<file path="config.mk">
export PLATFORM = sky130hd
export DESIGN_NAME = scan_code_decoder
export DESIGN_NICKNAME = d
export VERILOG_FILES = /design/src/rtl/scan_code_decoder.sv
export SDC_FILE = /design/constraint.sdc
export NUM_CORES = 1
export LEC_CHECK = 0
export CORE_ASPECT_RATIO = 0.75
export CORE_MARGIN = 1
export CORE_UTILIZATION = 56
export CTS_CLUSTER_SIZE = 30
export DETAILED_ROUTE_END_ITERATION = 10
export GPL_TIMING_DRIVEN = 0
export PLACE_DENSITY = 0.8
export RECOVER_POWER = 100
export SYNTH_ARGS = -nofsm -noshare
export SYNTH_HDL_FRONTEND = slang
export SYNTH_SLANG_ARGS = --single-unit
</file>
<file path="constraint.sdc">
create_clock -name FCLK -period 2.8 [get_ports FCLK]
set_input_delay 0.56 -clock FCLK [delete_from_list [all_inputs] [get_ports FCLK]]
set_output_delay 0.56 -clock FCLK [all_outputs]
set_load 0.005 [all_outputs]
</file>
<file path="src/rtl/scan_code_decoder.sv">
// PS/2 scan-code decoder: folds E0/F0 prefix sequences into key events and
// queues them in a small show-ahead FIFO for a ready/valid consumer.
module scan_code_decoder #(
    parameter int FIFO_DEPTH     = 4,
    parameter int TIMEOUT_CYCLES = 50000
) (
    input  logic       FCLK,
    input  logic       RST_N,
    input  logic [7:0] SCAN_CODE,
    input  logic       SCAN_VALID,
    input  logic       PARITY_OK,
    output logic [7:0] KEY_CODE,
    output logic       KEY_EXTENDED,
    output logic       KEY_RELEASE,
    output logic       KEY_VALID,
    input  logic       KEY_READY,
    output logic       OVERFLOW,
    input  logic       OVF_CLEAR,
    output logic [7:0] PARITY_ERR_CNT
);

    localparam int AW = (FIFO_DEPTH > 1) ? $clog2(FIFO_DEPTH) : 1;
    localparam int TW = (TIMEOUT_CYCLES > 2) ? $clog2(TIMEOUT_CYCLES) : 1;
    localparam logic [TW-1:0] TMO_LAST = TW'(TIMEOUT_CYCLES - 1);
    localparam logic [AW:0]   CNT_FULL = (AW + 1)'(FIFO_DEPTH);

    typedef enum logic [1:0] {IDLE, EXT, BRK, EXT_BRK} state_t;

    state_t        state_q, state_d;
    logic [TW-1:0] tmo_q, tmo_d;
    logic [7:0]    perr_q, perr_d;
    logic          ovf_q, ovf_d;
    logic [AW-1:0] rd_ptr_q, wr_ptr_q;
    logic [AW:0]   count_q, count_d;
    logic [9:0]    mem_q [FIFO_DEPTH];
    logic          push_req, push_ext, push_rel;
    logic          full, push, pop;
    logic [9:0]    head;

    // NOTE: every signal driven here gets a default first, so no path can infer a latch.
    always_comb begin
        state_d  = state_q;
        tmo_d    = tmo_q;
        push_req = 1'b0;
        push_ext = 1'b0;
        push_rel = 1'b0;
        if (SCAN_VALID) begin
            tmo_d = '0;
            if (!PARITY_OK) begin
                state_d = IDLE;
            end else begin
                case (state_q)
                    IDLE: begin
                        case (SCAN_CODE)
                            8'hE0: state_d = EXT;
                            8'hF0: state_d = BRK;
                            8'h00, 8'hAA, 8'hEE, 8'hFA, 8'hFE, 8'hFF, 8'hE1: state_d = IDLE;
                            default: push_req = 1'b1;
                        endcase
                    end
                    EXT: begin
                        if (SCAN_CODE == 8'hF0) begin
                            state_d = EXT_BRK;
                        end else if (SCAN_CODE != 8'hE0) begin
                            push_req = 1'b1;
                            push_ext = 1'b1;
                            state_d  = IDLE;
                        end
                    end
                    BRK, EXT_BRK: begin
                        state_d = IDLE;
                        if (SCAN_CODE != 8'hE0 && SCAN_CODE != 8'hF0) begin
                            push_req = 1'b1;
                            push_ext = (state_q == EXT_BRK);
                            push_rel = 1'b1;
                        end
                    end
                    default: state_d = IDLE;
                endcase
            end
        end else if (state_q != IDLE) begin
            // A stalled prefix is abandoned so a lost final byte cannot corrupt the next key.
            if (tmo_q == TMO_LAST) begin
                state_d = IDLE;
                tmo_d   = '0;
            end else begin
                tmo_d = tmo_q + TW'(1);
            end
        end
    end

    assign full  = (count_q == CNT_FULL);
    assign pop   = KEY_VALID && KEY_READY;
    assign push  = push_req && (!full || pop);

    always_comb begin
        count_d = count_q;
        if (push && !pop) count_d = count_q + (AW + 1)'(1);
        else if (pop && !push) count_d = count_q - (AW + 1)'(1);
        perr_d = perr_q;
        if (SCAN_VALID && !PARITY_OK && perr_q != 8'hFF) perr_d = perr_q + 8'd1;
        ovf_d = ovf_q;
        if (push_req && !push) ovf_d = 1'b1;
        else if (OVF_CLEAR) ovf_d = 1'b0;
    end

    always_ff @(posedge FCLK or negedge RST_N) begin
        if (!RST_N) begin
            state_q  <= IDLE;
            tmo_q    <= '0;
            perr_q   <= '0;
            ovf_q    <= 1'b0;
            rd_ptr_q <= '0;
            wr_ptr_q <= '0;
            count_q  <= '0;
        end else begin
            state_q <= state_d;
            tmo_q   <= tmo_d;
            perr_q  <= perr_d;
            ovf_q   <= ovf_d;
            count_q <= count_d;
            if (push) wr_ptr_q <= wr_ptr_q + AW'(1);
            if (pop)  rd_ptr_q <= rd_ptr_q + AW'(1);
        end
    end

    // NOTE: storage is not reset; the head fields are gated by KEY_VALID instead.
    always_ff @(posedge FCLK) begin
        if (push) mem_q[wr_ptr_q] <= {push_ext, push_rel, SCAN_CODE};
    end

    assign head           = mem_q[rd_ptr_q];
    assign KEY_VALID      = (count_q != '0);
    assign KEY_CODE       = KEY_VALID ? head[7:0] : 8'h00;
    assign KEY_RELEASE    = KEY_VALID & head[8];
    assign KEY_EXTENDED   = KEY_VALID & head[9];
    assign OVERFLOW       = ovf_q;
    assign PARITY_ERR_CNT = perr_q;

endmodule

</file>
# After elaboration in Yosys (flattened, before gate mapping)
# Memory sizes are Yosys's and may differ from the RTL's.
# Index checks and enable logic that the tools add are counted.
[classes] n_mux=32 add_sub_neg=6 bitwise=2 eq_ne=18 n_reduce_logical=25
[ops] op="== test 8 bit (second input constant)" n=8
[ops] op="2-to-1 mux 16 bit" n=3
[ops] op="inequality test 8 bit (second input constant)" n=3
[ops] op="adder 16 x 1 -> 16 bit (second input constant)" n=1
[ops] op="== test 16 bit (second input constant)" n=1
[ops] op="2-to-1 mux 1 bit" n=16
[ops] op="2-to-1 mux 2 bit" n=6
[ops] op="case mux 2 bit (3 select lines)" n=2
[ops] op="nonzero test 2 bit" n=5
[ops] op="OR reduction 9 bit" n=1
[ops] op="adder 8 x 1 -> 8 bit (second input constant)" n=1
[ops] op="logical AND 1 bit" n=8
[ops] op="zero test 8 bit" n=1
[ops] op="2-to-1 mux 8 bit" n=1
[ops] op="OR reduction 7 bit" n=1
[ops] op="2-to-1 mux 3 bit" n=2
[ops] op="inequality test 6 x 4 -> 1 bit (second input constant)" n=1
[ops] op="inequality test 5 bit (second input constant)" n=1
[ops] op="adder 2 x 1 -> 2 bit (second input constant)" n=2
[ops] op="== test 2 bit (second input constant)" n=2
[ops] op="zero test 1 bit" n=4
[ops] op="AND reduction 4 bit" n=1
[ops] op="adder 3 x 1 -> 3 bit (second input constant)" n=1
[ops] op="== test 3 bit (second input constant)" n=1
[ops] op="other kinds (9)" n=10
[totals] mem_count=1 out_inout_bits=20 ff_bits=34 inputBits=14 ramBits=40
[memory_table] memory="mem_q" words=4 width=10 rd=1 rd_ports_with_merged_regs=0 wr=1 line_no="35" rtl="logic [9:0] mem_q [FIFO_DEPTH];"

# Depth between registers and ports, before layout
# Gate-level depths: netlist of the first run.
[depth] depth_word=11 ltp_mapped=10

# Least setup slack after synthesis of the first run
# Ideal clock, no wire load.
[synth_path] kind="in2reg" start="input port SCAN_CODE[4]" end="register count_q[2]" path_buffers=0 path_slack_ns=0.322 required_ns=2.721 path_stages=10 arrival_time_ns=2.399 cell_sequence="and4_1 a31oi_1 o21ai_0 a211oi_4 ha_1 inv_1 fa_1 xor2_1 nor2_1 xor2_1"
[synth_via] elab_chain_cells=10 elab_cells_between_ends=26
[synth_rtl] element="start: declaration" line_no="9" rtl="input logic [7:0] SCAN_CODE,"
[synth_rtl] element="== test 8 bit (tied with other cells)" line_no="54, 62"
[synth_rtl] element="OR reduction 9 bit (no line) (tied with other cells)"
[synth_rtl] element="2-to-1 mux 1 bit, on equally long branches" line_no="54, 62, 72"
[synth_rtl] element="case mux 1 bit (3 select lines) (*)" line_no="52" rtl="case (state_q)"
[synth_rtl] element="2-to-1 mux 1 bit (*)" line_no="49" rtl="if (!PARITY_OK) begin"
[synth_rtl] element="2-to-1 mux 1 bit (*)" line_no="47" rtl="if (SCAN_VALID) begin"
[synth_rtl] element="logical AND 1 bit (*)" line_no="94" rtl="assign push = push_req && (!full || pop);"
[synth_rtl] element="named net push" line_no="37" rtl="logic full, push, pop;"
[synth_rtl] element="zero test 1 bit" line_no="99" rtl="else if (pop && !push) count_d = count_q - (AW + 1)'(1);"
[synth_rtl] element="logical AND 1 bit" line_no="99"
[synth_rtl] element="nonzero test 2 bit (no line)"
[synth_rtl] element="end signal: assignment" line_no="121" rtl="count_q <= count_d;"
[synth_rtl] element="end: declaration" line_no="34" rtl="logic [AW:0] count_q, count_d;"
# The timed path passes the listed nets; every way through them passes the cells marked *.
# A chain may end at the register's enable or synchronous reset.

# Final worst setup path of the first run
[layout_path] start="input port SCAN_CODE[7]" end="register count_q[1]"
[layout_via] elab_cells_between_ends=26
[layout_lines] element="== test 8 bit (tied with other cells)" line_no="54, 62"
[layout_lines] element="OR reduction 9 bit (no line) (tied with other cells)"
[layout_lines] element="2-to-1 mux 1 bit, on equally long branches" line_no="54, 62, 72"
[layout_lines] element="case mux 1 bit (3 select lines) (*)" line_no="52"
[layout_lines] element="2-to-1 mux 1 bit (*)" line_no="49"
[layout_lines] element="2-to-1 mux 1 bit (*)" line_no="47"
[layout_lines] element="logical AND 1 bit (*)" line_no="94"
[layout_lines] element="named net push" line_no="37"
[layout_lines] element="logical AND 1 bit (*)" line_no="98" rtl="if (push && !pop) count_d = count_q + (AW + 1)'(1);"
[layout_lines] element="2-to-1 mux 3 bit (*)" line_no="98"
[layout_lines] element="named net count_d[1]" line_no="34"
# Marks and branches as above.

==> results.yml, run 1 <==
synthesis:
  synth_edf_count: 40
  synth_warnings: 0
  synth_top_area_share_pct: 35.4
  avgSynthCellArea_um2: 13.8
  synth_top_area_cell: "edfxtp_1"
  syn_area_um2: 3400
  synth_common_cells: "edfxtp_1, dfrtp_1, nor2_1"
  synth_flop_cell: "edfxtp_1"
  yosys_register_bits: 74
  synth_area_leaders: "edfxtp_1, dfrtp_1, mux4_2, xnor2_1, and2_1"
  synth.net_count: 268
  ys_seq_area_share_pct: 60.4
  yosysUniqueCellTypes: 44
  post-synth-top-count-cell: "edfxtp_1"
  syn_inst: 246
  synthArstFlopShare_pct: 45.9
timing:
  finClkSkew_ps: 13.7
  fin_ws_ps: 137
  setup_violations: 0
  rsz0062_at_grt: "true"
  max_slew_margin_pct: -16.6
  fin_crit_sh_pct: 95.1
  period_minus_slack_ps: 2660
  worst_slew_pin_slew_ps: 1750
  setup_tns_ps: 0
  slew_violations: 35
  fmax_ghz: 0.375
  hold_violations: 0
placement:
  io_buffers: 33
  dp_hpwl_mm: 4.20
  pre_cts_ws_ps: -560
  placed_area_um2: 3820
  gp_congestion: 0.818
drt:
  num_vias: 2111
  avgRoutedWirePerCell_um: 16.7
  ant_nets: 0
  drt_wl_total_mm: 6.25
  via_per_inst: 5.64
  drc: 0
  dr.pass1.iters: 4
  drt-initial-drc-count: 246
cts:
  path_clk_slew_ps: 80
  clk_latency_ps: 350
  cts.path.max_buffers: 2
  cts_buffers: 9
  clock_sinks: 74
  htree_levels: 3
  cts_tree: "done"
  root_buffer: "clkbuf_8"
cells_and_area:
  diodes: 0
  fin_nets: 313
  final.fill_count: 409
  drive_gt1_share_pct: 13.9
  syn_to_final_growth_pct: 18.6
  post-route-cell-area_um2: 4030
critical_path:
  cpPeakStageDelay_ps: 660
  cp_slowest_cell: "clkdlybuf4s50_1"
  crit_chain: "clkdlybuf4s50_1 > nand3_1 > o21ai_0 > a211oi_4 > ha_1 > inv_1 > fa_1 > mux2_2"
  crit_cells: 8
  reg2regPathDepth: 8
  cp_top_family: "buffers and inverters"
  path_class: "input port to register"
  required_ps: 3040
  r2r_slack_ps: 430
  start_kind: "input port"
  worstPathArrival_ps: 2910
  crit_fanout: 8
  cp-end-kind: "register"
  crit_buf_inv: 2
  reg2reg_from: "count_q[1]"
  r2r_end: "count_q[2]"
power_and_ir_drop:
  pwr-share-clk_pct: 26.6
  p_per_area_nw_per_um2: 811
  sw_frac_of_total_pct: 27.6
  seqPwrFrac_pct: 43.8
  p_int_mw: 2.37
  p_sw_mw: 0.903
  ir_drop_uv: 366
  p_leak_nw: 1.51
  combinationalPowerShare_pct: 29.5
grt:
  grt_pass1_wl_mm: 10.4
  antenna_found_initial: 0
  grt_max_degree: 35
  track_usage_pct: 21.8
  grt.busiest_layer: "met2"
  grt_util_met1_pct: 31.3
  use_met2_pct: 32.8
  overflow: 0
  use_met3_pct: 6.47
  grt_pass1_vias: 2129
hold_path:
  whs_endpoint: "count_q[2]"
  hp-class: "register to register"
  hold_start: "count_q[2]"
  worstHoldPathCells: 1
floorplanning:
  die_h_um: 69.5
  rows: 24
  core_um2: 5830
  initial_core_util_pct: 58.3
  dieArea_um2: 6380
  die_w_um: 91.9
  num_io_pins: 34
outcome:
  outcome: "complete, but fails checks"
  violations: "max-capacitance violations, max-slew violations"
flow_run:
  maxCapViolations: 1
## per-stage QoR
step,hold slack (ps),total power [mW],util (%),std cells
finish,498,3.27,69.2,374
floorplan,264,1.96,-,246
CTS,281,3.29,69.3,374
global placement,467,2.39,65.7,357
detailed placement,470,2.42,65.6,357
global route,511,3.46,69.2,374
## final cells by class
cell class | count | area (um2) | share of cell area [%]
Sequential cell | 74 | 2050 | 50.9
Multi-Input combinational cell | 161 | 1300 | 32.2
Timing Repair Buffer | 35 | 319 | 7.92
Clock buffer | 11 | 153 | 3.79
Tap cell | 78 | 97.6 | 2.42
Clock inverter | 5 | 58.8 | 1.46
Inverter | 7 | 26.3 | 0.652
Buffer | 3 | 23.8 | 0.590
## logic make-up (layout without fill, tap and decap cells)
logic type | count (synthesis) | after routing | synth area share, %
AOI/OAI and AO/OA | 20 | 20 | 5.05
DFF | 74 | 74 | 60.4
muxes | 13 | 13 | 7.62
buffers and inverters | 11 | 61 | 1.36
and+or+nand+nor | 95 | 95 | 15.9
adders and majority gates | 8 | 8 | 3.17
xor gates and xnor gates | 25 | 25 | 6.45
## flip-flops by register name, summed over array words and instances (netlist names)
name	flops
state_q	2
wr_ptr_q	2
count_q	3
PARITY_ERR_CNT	8
mem_q	40
tmo_q	16
OVERFLOW	1
rd_ptr_q	2
## how the worst max path moves through the flow
stage / startpoint / end / slack [ps]
2_1_floorplan: SCAN_CODE[4] / count_q[2] / 320
6_report: SCAN_CODE[7] / count_q[1] / 140
5_1_grt: SCAN_CODE[6] / count_q[2] / -2
3_5_place_dp: SCAN_CODE[4] / count_q[2] / -560
3_3_place_gp: SCAN_CODE[0] / count_q[2] / -560
4_1_cts: SCAN_CODE[3] / count_q[2] / 8
## routing by layer
metal  part of all wire, %  vias up
li1                      -     1004
met5                     0        -
met3                   6.8        5
met2                    47       66
met4                  0.83        0
met1                    45     1036
## layout by cell type (no fill, tap or decap), drive strengths merged, types with 4 or more instances in the layout
master	count
nor4	6
nand2	13
xor2	6
clkdlybuf4s50	25
buf	4
ha	7
nor2	21
or3	4
mux4	10
inv	10
clkbuf	16
nand4	6
xnor2	19
nor3	6
edfxtp	40
and2	16
nand3	8
o21ai	6
dfrtp	34
## power by group through the flow
stage                     logic, mW  clock network, mW  registers (mW)
final                         0.965              0.871            1.43
after global routing           1.08              0.921            1.46
after CTS                     0.979              0.881            1.43
after detailed placement      0.966                  0            1.45
after global placement        0.945                  0            1.44
after floorplan               0.536                  0            1.43
## what timing repair did
action / 4_1_cts / 5_1_grt
setup buffers: 1 / 1
endpoints found under the setup margin: 10 / 47
resized for setup: 5 / 6
hold buffers: 0 / 0
pin swaps: 1 / 0
No activity file was read; power rests on OpenSTA's default activity.
==> inputs of run 2 (changes only) <==
--- a/config.mk
+++ b/config.mk
@@ -10,6 +10,7 @@
 export CORE_UTILIZATION = 56
 export CTS_CLUSTER_SIZE = 30
 export DETAILED_ROUTE_END_ITERATION = 10
+export GPL_ROUTABILITY_DRIVEN = 0
 export GPL_TIMING_DRIVEN = 0
 export PLACE_DENSITY = 0.8
 export RECOVER_POWER = 100
==> results of run 2 <==
No change in the layout: final DEF, timing and power equal those of run 1.
